==> src/rtl/ins_mem_access.sv <==
// ins_mem_access: pipeline memory stage with a req/ack data-memory handshake,
// load/store formatting, upstream stall and registered MEM/WB outputs.
module ins_mem_access #(
    parameter int TIMEOUT_CYCLES = 16
) (
    input  logic        clk,
    input  logic        rst,
    input  logic        valid_in,
    input  logic [31:0] alu_result_in,
    input  logic [31:0] store_data_in,
    input  logic [31:0] pc_plus_4_in,
    input  logic [4:0]  rd_addr_in,
    input  logic        reg_write_in,
    input  logic        mem_to_reg_in,
    input  logic        write_from_pc_in,
    input  logic        mem_read_in,
    input  logic        mem_write_in,
    input  logic [2:0]  funct3_in,
    output logic        dmem_req,
    output logic        dmem_we,
    output logic [31:0] dmem_addr,
    output logic [31:0] dmem_wdata,
    output logic [3:0]  dmem_wstrb,
    input  logic [31:0] dmem_rdata,
    input  logic        dmem_ack,
    output logic        stall_out,
    output logic [31:0] alu_result_out,
    output logic [31:0] read_data_out,
    output logic [31:0] pc_plus_4_out,
    output logic [4:0]  rd_addr_out,
    output logic        reg_write_out,
    output logic        mem_to_reg_out,
    output logic        write_from_pc_out,
    output logic        misaligned_out,
    output logic        bus_err_out
);
    typedef enum logic {IDLE, WAIT_ACK} state_t;
    localparam int CW = $clog2(TIMEOUT_CYCLES + 1);
    state_t        state, state_d;
    logic [CW-1:0] cnt, cnt_d;
    logic          memop, mis, issue, done, timeout, wb;
    logic [7:0]    lb;
    logic [15:0]   lh;
    logic [31:0]   ld, wd;
    logic [3:0]    ws;

    always_comb begin
        memop = valid_in & (mem_read_in | mem_write_in);
        mis = ((funct3_in[1:0] == 2'b01) & alu_result_in[0]) | (funct3_in[1] & (|alu_result_in[1:0]));
        issue = state == IDLE && memop && !mis;
        done = state == WAIT_ACK && dmem_ack;
        timeout = state == WAIT_ACK && !dmem_ack && cnt == CW'(TIMEOUT_CYCLES - 1);
        wb = (state == IDLE && valid_in && !memop) || done;
        // gated by rst so the stall also reads 0 while reset is held
        stall_out = rst && (state == IDLE ? issue : (!dmem_ack && !timeout));
        state_d = issue ? WAIT_ACK : (done || timeout) ? IDLE : state;
        cnt_d = (state == WAIT_ACK && !done && !timeout) ? cnt + 1'b1 : '0;
        lb = dmem_rdata[{alu_result_in[1:0], 3'b000} +: 8];
        lh = alu_result_in[1] ? dmem_rdata[31:16] : dmem_rdata[15:0];
        ld = funct3_in[1] ? dmem_rdata :
             funct3_in[0] ? {{16{lh[15] & !funct3_in[2]}}, lh} : {{24{lb[7] & !funct3_in[2]}}, lb};
        wd = funct3_in[1] ? store_data_in :
             funct3_in[0] ? {2{store_data_in[15:0]}} : {4{store_data_in[7:0]}};
        ws = (funct3_in[1] ? 4'b1111 : funct3_in[0] ? 4'b0011 : 4'b0001) << alu_result_in[1:0];
    end

    always_ff @(posedge clk or negedge rst) begin
        if (!rst) begin
            state <= IDLE;
            cnt   <= '0;
        end else begin
            state <= state_d;
            cnt   <= cnt_d;
        end
    end

    always_ff @(posedge clk or negedge rst) begin
        if (!rst) begin
            dmem_req          <= 1'b0;
            dmem_we           <= 1'b0;
            dmem_addr         <= '0;
            dmem_wdata        <= '0;
            dmem_wstrb        <= '0;
            alu_result_out    <= '0;
            read_data_out     <= '0;
            pc_plus_4_out     <= '0;
            rd_addr_out       <= '0;
            reg_write_out     <= 1'b0;
            mem_to_reg_out    <= 1'b0;
            write_from_pc_out <= 1'b0;
            misaligned_out    <= 1'b0;
            bus_err_out       <= 1'b0;
        end else begin
            dmem_req <= state_d == WAIT_ACK;
            if (issue) begin
                dmem_we    <= mem_write_in;
                dmem_addr  <= {alu_result_in[31:2], 2'b00};
                dmem_wdata <= wd;
                dmem_wstrb <= mem_write_in ? ws : 4'b0000;
            end
            alu_result_out    <= wb ? alu_result_in : '0;
            read_data_out     <= (done && !mem_write_in) ? ld : '0;
            pc_plus_4_out     <= wb ? pc_plus_4_in : '0;
            rd_addr_out       <= wb ? rd_addr_in : '0;
            reg_write_out     <= wb && reg_write_in;
            mem_to_reg_out    <= wb && mem_to_reg_in;
            write_from_pc_out <= wb && write_from_pc_in;
            misaligned_out    <= state == IDLE && memop && mis;
            bus_err_out       <= timeout;
        end
    end
endmodule

==> config.mk <==
export PLATFORM = sky130hd
export DESIGN_NAME = ins_mem_access
export DESIGN_NICKNAME = d
export VERILOG_FILES = /design/src/rtl/ins_mem_access.sv
export SDC_FILE = /design/constraint.sdc
export NUM_CORES = 1
export LEC_CHECK = 0
export BUFFER_PORTS_ARGS = -buffer_cell sky130_fd_sc_hd__buf_2
export CAP_MARGIN = 10
export CORE_ASPECT_RATIO = 0.6
export CORE_MARGIN = 5
export CORE_UTILIZATION = 51
export DETAILED_ROUTE_END_ITERATION = 10
export PLACE_DENSITY = 0.94
export SYNTH_ARGS = -nofsm -noshare
export SYNTH_HDL_FRONTEND = slang
export SYNTH_SLANG_ARGS = --single-unit
==> constraint.sdc <==
create_clock -name clk -period 2.9 [get_ports clk]
set_input_delay 0.145 -clock clk [delete_from_list [all_inputs] [get_ports clk]]
set_output_delay 0.145 -clock clk [all_outputs]
set_load 0.05 [all_outputs]
==> flow_metrics.env, run 1 <==
export IMPL_run_status="completed"
export IMPL_yosys_warnings=0
export IMPL_first_global_vias=6486
export IMPL_use_met3_pct=9.88
export IMPL_start_kind="flop"
export IMPL_layout_common_cells="318 x buf_2, 179 x dfrtp_1, 88 x dlygate4sd3_1"
export IMPL_cts_setup_buffers=0
export IMPL_ant_nets=0
export IMPL_syn_inst=588
export IMPL_post_dp_cell_area_sq_um=8900
export IMPL_final_util_pct=75.4
export IMPL_final_common_cell="buf_2"
export IMPL_clkSinkCount=179
export IMPL_worstSetupPathType="flop to primary output"
export IMPL_start_util_pct=52.3
export IMPL_critical_path_top_delay_family="simple AND/OR/NAND/NOR gates"
export IMPL_fin_crit_ns=2.53
export IMPL_power_mw=7.69
export IMPL_finalSetupTns_ns=0
export IMPL_crit_chain="ha_1 > and3_1 > ha_1 > or3b_2 > nand2_1 > and2_1 > buf_2"
export IMPL_core_area_sq_um=13700
export IMPL_peakVddDrop_mv=0.530
export IMPL_ys_flop_type="dfrtp_1"
export IMPL_ys_ff_latch=179
export IMPL_routed_wl_um=23300
export IMPL_grt_setup_unrepaired="false"
export IMPL_finalSetupViolations=0
export IMPL_cts_resized=0
export IMPL_hold_class="input port to flop"
export IMPL_antenna_found_initial=0
export IMPL_clk_pin_slew_worst_paths_ns=0.08
export IMPL_crit_path_frequent_cell="ha_1"
export IMPL_fin_skew_ns=0.0131
export IMPL_yosysUniqueCellTypes=48
export IMPL_cts_path_max_buffers=2
export IMPL_r2r_start="dmem_req"
export IMPL_critPathSlowestCell="or3b_2"
export IMPL_slew_viol_final=0
export IMPL_synth_edf_count=0
export IMPL_fmax_mhz=396
export IMPL_ys_seq_area_share_pct=62.3
export IMPL_fp_dieArea_sq_um=16700
export IMPL_grt_pass1_wl_um=36100
export IMPL_first_iter_violations=439
export IMPL_p_leak_nw=5.51
export IMPL_vias_per_cell=5.15
export IMPL_grt_ovfl_total=0
export IMPL_crit_arrival_ns=2.38
export IMPL_chipWidth_um=163
export IMPL_worst_pin_slew_ns=0.952
export IMPL_cp_startpoint="cnt[0]"
export IMPL_wl_per_cell_um=19.7
export IMPL_routabilityCongestion=0.870
export IMPL_hp_start="store_data_in[20]"
export IMPL_critPathRequiredTime_ns=2.76
export IMPL_netlist_area_sq_um=7190
export IMPL_async_flop_share_pct=100
export IMPL_place_hpwl_um=15100
export IMPL_io_pins=322
export IMPL_vias=6103
export IMPL_hold_ws_ns=0.0210
export IMPL_slowest_delay_ns=0.51
export IMPL_htreeDepth=4
export IMPL_portBuffers=319
export IMPL_nets=1128
export IMPL_antenna_cells=0
export IMPL_relSlewSlack_pct=36.4
export IMPL_grt_util_met2_pct=49.2
export IMPL_drc=0
export IMPL_powerDensity_nw_per_um2=741
export IMPL_busiest_layer="met2"
export IMPL_die_h_um=102
export IMPL_syn_to_final_growth_pct=44.1
export IMPL_nFillCells=865
export IMPL_track_usage_pct=28.2
export IMPL_dr_pass1_iters=5
export IMPL_hold_viol=0
export IMPL_avgSynthCellArea_sq_um=12.2
export IMPL_tritoncts="yes"
export IMPL_ctsHoldBuffers=88
export IMPL_final_area_sq_um=10400
export IMPL_grt_max_degree=62
export IMPL_grt_use_met1_pct=32.8
export IMPL_crit_fanout=6
export IMPL_drv_cap=0
export IMPL_layout_drive_gt1_share_pct=41.5
export IMPL_fp_row_count=33
export IMPL_clock_root_buffer="clkbuf_16"
export IMPL_worstSetupEndpointType="primary output"
export IMPL_cts_buffers=17
export IMPL_worstSkewPairLatency_ns=0.42
export IMPL_min_period_over_period_pct=87.2
export IMPL_path_buf_inv=1
[power by group]
group	internal, mW	switching, mW
Combinational	0.637	1.78
Clock	1.16	1.12
Sequential	2.82	0.169
[through the flow]
stage	setup WS [ns]	std cells
after floorplan	0.753	589
after detailed placement	0.798	1066
final	0.372	1186
after CTS	0.344	1186
after global routing	0.267	1186
after global placement	0.837	1066
[metal layers]
layer  wire length (um)  vias up
met1               8570     2930
met2              11800      315
met3               2270       67
li1                   -     2791
met5                  0        -
met4                669        0
[synthesized netlist by cell type (2+ instances only)]
cell type  instances  share of area, %
a21o_1             5              0.52
a21oi_1           37               2.6
a2bb2oi_1          2              0.24
a32oi_1            8              0.97
and2_1            74               6.4
buf_1              3              0.16
buf_2             12              0.83
buf_4              5              0.52
buf_6              5              0.78
clkbuf_1          17              0.89
dfrtp_1          179                62
ha_1               2              0.35
inv_1              8              0.42
mux2_2            40               6.3
mux2_4             3              0.63
mux2i_1           26               3.6
nand2_1           51               2.7
nand2b_1           3              0.26
nand3_1            2              0.14
nand3b_1           5              0.52
nor2_1            25               1.3
nor2b_1            3              0.26
nor3_1             6              0.42
nor4bb_1           2              0.28
o21ai_0           35               2.4
o32ai_1            7              0.85
o41ai_2            2              0.45
[state kept, by name, summed over array words and instances, names as in the netlist]
register,cells
alu_result_out,32
bus_err_out,1
cnt,5
dmem_addr,30
dmem_req,1
dmem_wdata,32
dmem_we,1
dmem_wstrb,4
mem_to_reg_out,1
misaligned_out,1
pc_plus_4_out,32
rd_addr_out,5
read_data_out,32
reg_write_out,1
write_from_pc_out,1
[cell type report]
type                            count  area, sq um  share of cell area, %
Clock inverter                     15          165                   1.59
Multi-Input combinational cell    360         2470                   23.8
Clock buffer                       17          425                   4.10
Inverter                            8         30.0                  0.290
Tap cell                          192          240                   2.32
Sequential cell                   179         4480                   43.2
Timing Repair Buffer              415         2560                   24.7
[path summary, 6_finish.rpt]
path                                          end  slack (ns)  cells after the start
min in group asynchronous        pc_plus_4_out[7]        0.28                      2
worst max register to register  read_data_out[20]        1.14                      2
worst min-delay path               dmem_wdata[20]        0.02                      3
worst min register to register             cnt[0]        0.48                      1
max in group asynchronous           dmem_addr[25]        1.61                      3
worst max-delay path                    stall_out        0.37                      7
[worst reg2reg max path: stages, from the launching register on]
cell,delay (ns)
dfrtp_1,0.47
nand3_1,0.70
a21oi_1,0.48
[kinds of logic after synthesis]
kind of cell / count (synthesis) / synth area share, %
compound gates: 105 / 9.57
buf+inv: 50 / 3.60
flops: 179 / 62.3
other cells: 1 / 0.0521
xor+xnor: 2 / 0.244
simple gates: 180 / 13.4
mux: 69 / 10.5
fa+ha+maj: 2 / 0.348
No activity file was read; power rests on OpenSTA's default activity.
==> run 2, diff against run 1 <==
--- a/config.mk
+++ b/config.mk
@@ -7,11 +7,13 @@
 export LEC_CHECK = 0
 export BUFFER_PORTS_ARGS = -buffer_cell sky130_fd_sc_hd__buf_2
 export CAP_MARGIN = 10
+export CELL_PAD_IN_SITES_DETAIL_PLACEMENT = 0
+export CELL_PAD_IN_SITES_GLOBAL_PLACEMENT = 1
 export CORE_ASPECT_RATIO = 0.6
 export CORE_MARGIN = 5
-export CORE_UTILIZATION = 51
+export CORE_UTILIZATION = 38
 export DETAILED_ROUTE_END_ITERATION = 10
-export PLACE_DENSITY = 0.94
+export PLACE_DENSITY = 0.92
 export SYNTH_ARGS = -nofsm -noshare
 export SYNTH_HDL_FRONTEND = slang
 export SYNTH_SLANG_ARGS = --single-unit
==> flow_metrics.env, run 2 (synthesis results as in run 1) <==
export IMPL_tritoncts="yes"
export IMPL_worstSetupPathType="flop to primary output"
export IMPL_fp_dieArea_sq_um=21900
export IMPL_start_kind="flop"
export IMPL_power_frac_clock_pct=28.1
export IMPL_place_inst=1125
export IMPL_r2r_start="dmem_req"
export IMPL_final_common_cell="buf_2"
export IMPL_wl_per_cell_um=17.7
export IMPL_routed_wl_um=22500
export IMPL_r2r_slack_ns=0.87
export IMPL_start_util_pct=38.2
export IMPL_worstSetupEndpointType="primary output"
export IMPL_die_h_um=117
export IMPL_ant_nets=0
export IMPL_grt_pass1_wl_um=35200
export IMPL_cts_setup_buffers=0
export IMPL_switchingPower_mw=2.94
export IMPL_chipWidth_um=188
export IMPL_hold_class="input port to flop"
export IMPL_place_hpwl_um=15200
export IMPL_first_global_vias=6349
export IMPL_antenna_cells=0
export IMPL_clock_root_buffer="clkbuf_16"
export IMPL_critPathRequiredTime_ns=2.76
export IMPL_final_area_sq_um=10700
export IMPL_clk_pin_slew_worst_paths_ns=0.07
export IMPL_busiest_layer="met2"
export IMPL_final_cell_count_no_fill=1270
export IMPL_p_comb_share_pct=32.3
export IMPL_routabilityCongestion=0.864
export IMPL_crit_arrival_ns=2.40
export IMPL_syn_to_final_growth_pct=48.5
export IMPL_portBuffers=319
export IMPL_use_met3_pct=9.02
export IMPL_power_internal_mw=4.59
export IMPL_hold_depth=3
export IMPL_relSlewSlack_pct=38.0
export IMPL_grt_setup_unrepaired="false"
export IMPL_cts_buffers=17
export IMPL_hold_end="dmem_wdata[11]"
export IMPL_fmax_mhz=394
export IMPL_min_period_over_period_pct=87.6
export IMPL_drc=0
export IMPL_powerDensity_nw_per_um2=705
export IMPL_hp_start="store_data_in[11]"
export IMPL_finalSetupTns_ns=0
export IMPL_power_frac_seq_pct=39.6
export IMPL_cts_resized=0
export IMPL_p_leak_nw=5.61
export IMPL_crit_fanout=6
export IMPL_cts_path_max_buffers=2
export IMPL_nets=1158
export IMPL_grt_max_degree=97
export IMPL_vias_per_cell=4.79
export IMPL_worst_slack_ns=0.359
export IMPL_worstSkewPairLatency_ns=0.43
export IMPL_antenna_found_initial=1
export IMPL_drv_cap=0
export IMPL_switching_share_pct=39.1
export IMPL_final_util_pct=56.7
export IMPL_grt_use_met1_pct=25.9
export IMPL_peakVddDrop_mv=0.597
export IMPL_fin_skew_ns=0.00677
export IMPL_grt_ovfl_total=0
export IMPL_fin_crit_ns=2.54
export IMPL_ff2ff_path_depth=5
export IMPL_run_status="completed"
export IMPL_post_dp_cell_area_sq_um=9010
export IMPL_slew_viol_final=0
export IMPL_fp_row_count=39
export IMPL_layout_drive_gt1_share_pct=40.8
export IMPL_layout_common_cells="318 x buf_2, 179 x dfrtp_1, 113 x dlygate4sd3_1"
export IMPL_io_pins=322
export IMPL_clkSinkCount=179
export IMPL_dp_slack_ns=0.804
export IMPL_hold_viol=0
export IMPL_dr_pass1_iters=5
export IMPL_first_iter_violations=387
export IMPL_core_area_sq_um=18800
export IMPL_finalSetupViolations=0
export IMPL_vias=6078
export IMPL_track_usage_pct=20.7
export IMPL_htreeDepth=4
export IMPL_worst_pin_slew_ns=0.928
export IMPL_timing_rr_end="read_data_out[15]"
export IMPL_grt_util_met2_pct=33.7
## run 2: changes by cell type in the layout (fill, tap and decap cells not counted), sizes merged
cell         before  now
buf             327  332
clkinv            6    7
dlygate4sd3      88  113
inv              15   10
clkinvlp          2    6
## run 2: power groups by stage
| stage | clock network, mW | registers, mW | logic [mW] |
|---|---|---|---|
| floorplan | 0 | 4.17 | 0.467 |
| global placement | 0 | 3.00 | 2.29 |
| detailed placement | 0 | 3.02 | 2.31 |
| CTS | 2.16 | 2.98 | 2.43 |
| global route | 2.26 | 3.02 | 2.56 |
| finish | 2.12 | 2.99 | 2.43 |
## run 2: critical path, stage by stage (launching register included)
cell     delay (ns)
dfrtp_1        0.39
ha_1           0.22
and3_1         0.19
ha_1           0.18
or3b_2         0.51
nand2_1        0.10
and2_1         0.12
buf_2          0.25
## run 2: what timing repair did
item                                    in CTS  in global routing
hold buffers                               113                  0
endpoints found under the setup margin       0                  0
endpoints found under the hold margin      179                  0
## run 2: worst max path at each step
stage / start / to / slack (ns) / depth (start not counted)
floorplan: cnt[0] / stall_out / 0.75 / 7
global placement: cnt[0] / stall_out / 0.80 / 7
detailed placement: cnt[0] / stall_out / 0.80 / 7
CTS: cnt[0] / stall_out / 0.33 / 7
global route: cnt[0] / stall_out / 0.21 / 7
finish: cnt[0] / stall_out / 0.36 / 7
## run 2: area by class of cell
cell class / instances / area (sq um)
Timing Repair Buffer: 445 / 2860
Clock inverter: 15 / 111
Inverter: 8 / 30.0
Tap cell: 246 / 308
Multi-Input combinational cell: 360 / 2470
Sequential cell: 179 / 4480
Clock buffer: 17 / 425
Fill cell: 1540 / 8150
## run 2: per-stage QoR
stage               power, mW  hold slack [ns]
floorplan                4.64           -0.151
global placement         5.29           0.0328
detailed placement       5.33           0.0328
CTS                      7.57          0.00112
global route             7.85           0.0160
finish                   7.53           0.0194
## run 2: metal layers
| layer | routed length (um) | share of wire [%] |
|---|---|---|
| met1 | 9310 | 41 |
| met2 | 10600 | 47 |
| met3 | 2310 | 10 |
| met4 | 293 | 1.3 |
| met5 | 0 | 0 |
==> run 3, diff against run 2 <==
--- a/config.mk
+++ b/config.mk
@@ -10,10 +10,10 @@
 export CELL_PAD_IN_SITES_DETAIL_PLACEMENT = 0
 export CELL_PAD_IN_SITES_GLOBAL_PLACEMENT = 1
 export CORE_ASPECT_RATIO = 0.6
-export CORE_MARGIN = 5
 export CORE_UTILIZATION = 38
 export DETAILED_ROUTE_END_ITERATION = 10
 export PLACE_DENSITY = 0.92
 export SYNTH_ARGS = -nofsm -noshare
 export SYNTH_HDL_FRONTEND = slang
 export SYNTH_SLANG_ARGS = --single-unit
+export TNS_END_PERCENT = 100
==> flow_metrics.env, run 3 (synthesis results as in run 1) <==
export IMPL_ff2ff_path_depth=4
export IMPL_worst_pin_slew_ns=0.796
export IMPL_fin_crit_ns=2.58
export IMPL_hold_depth=3
export IMPL_hold_ws_ns=0.0145
export IMPL_relSlewSlack_pct=46.7
export IMPL_hp_start="store_data_in[21]"
export IMPL_clkSinkCount=179
export IMPL_routabilityCongestion=0.847
export IMPL_cts_setup_buffers=0
export IMPL_tritoncts="yes"
export IMPL_syn_to_final_growth_pct=48.2
export IMPL_htreeDepth=4
export IMPL_nets=1146
export IMPL_critPathRequiredTime_ns=2.76
export IMPL_first_iter_violations=387
export IMPL_place_hpwl_um=14100
export IMPL_post_dp_cell_area_sq_um=8990
export IMPL_failed_checks="DRC"
export IMPL_layout_drive_gt1_share_pct=40.7
export IMPL_timing_rr_end="dmem_wdata[6]"
export IMPL_start_kind="flop"
export IMPL_peakVddDrop_mv=0.521
export IMPL_antenna_found_initial=3
export IMPL_run_status="complete, but fails checks"
export IMPL_final_common_cell="buf_2"
export IMPL_hold_viol=0
export IMPL_cts_buffers=17
export IMPL_grt_setup_unrepaired="false"
export IMPL_cts_path_max_buffers=2
export IMPL_track_usage_pct=22.4
export IMPL_finalSetupViolations=0
export IMPL_wl_per_cell_um=17.0
export IMPL_drc=40
export IMPL_fmax_mhz=387
export IMPL_finalSetupTns_ns=0
export IMPL_chipWidth_um=180
export IMPL_cp_startpoint="cnt[0]"
export IMPL_fp_dieArea_sq_um=19500
export IMPL_grt_pass1_wl_um=33100
export IMPL_min_period_over_period_pct=89.0
export IMPL_final_area_sq_um=10700
export IMPL_first_global_vias=5975
export IMPL_r2r_start="dmem_req"
export IMPL_worstSkewPairLatency_ns=0.43
export IMPL_grt_ovfl_total=0
export IMPL_portBuffers=319
export IMPL_ant_nets=0
export IMPL_crit_fanout=6
export IMPL_final_cell_count_no_fill=1254
export IMPL_fin_skew_ns=0.00469
export IMPL_start_util_pct=39.3
export IMPL_vias_per_cell=4.81
export IMPL_worstSetupPathType="flop to primary output"
export IMPL_r2r_slack_ns=1.16
export IMPL_die_h_um=109
export IMPL_routed_wl_um=21300
export IMPL_dr_pass1_iters=8
export IMPL_clock_root_buffer="clkbuf_16"
export IMPL_vias=6034
export IMPL_hold_end="dmem_wdata[21]"
export IMPL_crit_arrival_ns=2.44
export IMPL_grt_max_degree=128
export IMPL_io_pins=322
export IMPL_clk_pin_slew_worst_paths_ns=0.06
export IMPL_powerDensity_nw_per_um2=729
export IMPL_hold_class="input port to flop"
export IMPL_layout_common_cells="318 x buf_2, 179 x dfrtp_1, 105 x dlygate4sd3_1"
export IMPL_fp_row_count=38
export IMPL_core_area_sq_um=18300
export IMPL_drv_cap=0
export IMPL_slew_viol_final=0
export IMPL_place_inst=1115
export IMPL_worstSetupEndpointType="primary output"
export IMPL_p_leak_nw=5.61
[run 3: cell count changes in the layout (fill, tap and decap cells not counted), sizes merged]
cell / delta
clkinvlp: -5
buf: -5
clkbuf: +5
diode: +2
dlygate4sd3: -8
bufinv: +3
clkinv: -2
[run 3: per-stage QoR]
step | total power [mW] | setup slack [ns] | util [%]
after floorplan | 4.64 | 0.753 | -
after global placement | 5.28 | 0.805 | 49.1
after detailed placement | 5.31 | 0.771 | 49.1
after CTS | 7.83 | 0.294 | 58.2
after global routing | 8.10 | 0.165 | 58.2
final | 7.77 | 0.318 | 58.2
[run 3: worst max path at each step]
stage	to	slack (ns)	cells after the start
global placement	stall_out	0.81	7
finish	stall_out	0.32	7
CTS	stall_out	0.29	7
floorplan	stall_out	0.75	7
global route	stall_out	0.17	7
detailed placement	stall_out	0.77	7
[run 3: repair_timing]
item                                   4_1_cts  5_1_grt
resized for setup                            0        0
endpoints found under the hold margin      186        0
hold buffers                               105        0
[run 3: layout make-up]
class	count	area, sq um
Clock buffer	21	460
Inverter	8	30.0
Sequential cell	179	4480
Multi-Input combinational cell	360	2470
Timing Repair Buffer	433	2760
Antenna cell	2	5.00
Tap cell	240	300
Fill cell	1464	7650
Clock inverter	11	151
[run 3: where the power goes]
part / leakage, nW / switching [mW] / internal, mW
Clock: 0.298 / 0.985 / 1.41
Combinational: 2.97 / 1.75 / 0.659
Sequential: 2.34 / 0.155 / 2.82
[run 3: worst max-delay path, stage by stage (launching register included)]
cell and delay [ns]:
dfrtp_1 0.40, ha_1 0.23, and3_1 0.19, ha_1 0.18
or3b_2 0.52, nand2_1 0.12, and2_1 0.13, buf_2 0.25
[run 3: routing by layer]
| metal | track usage [%] | up-vias | wire, um |
|---|---|---|---|
| met5 | 0 | - | 13 |
| met4 | 7.88 | 2 | 409 |
| met3 | 9.13 | 40 | 1880 |
| met2 | 35.0 | 242 | 9770 |
| met1 | 28.3 | 2928 | 9220 |
| li1 | - | 2822 | - |
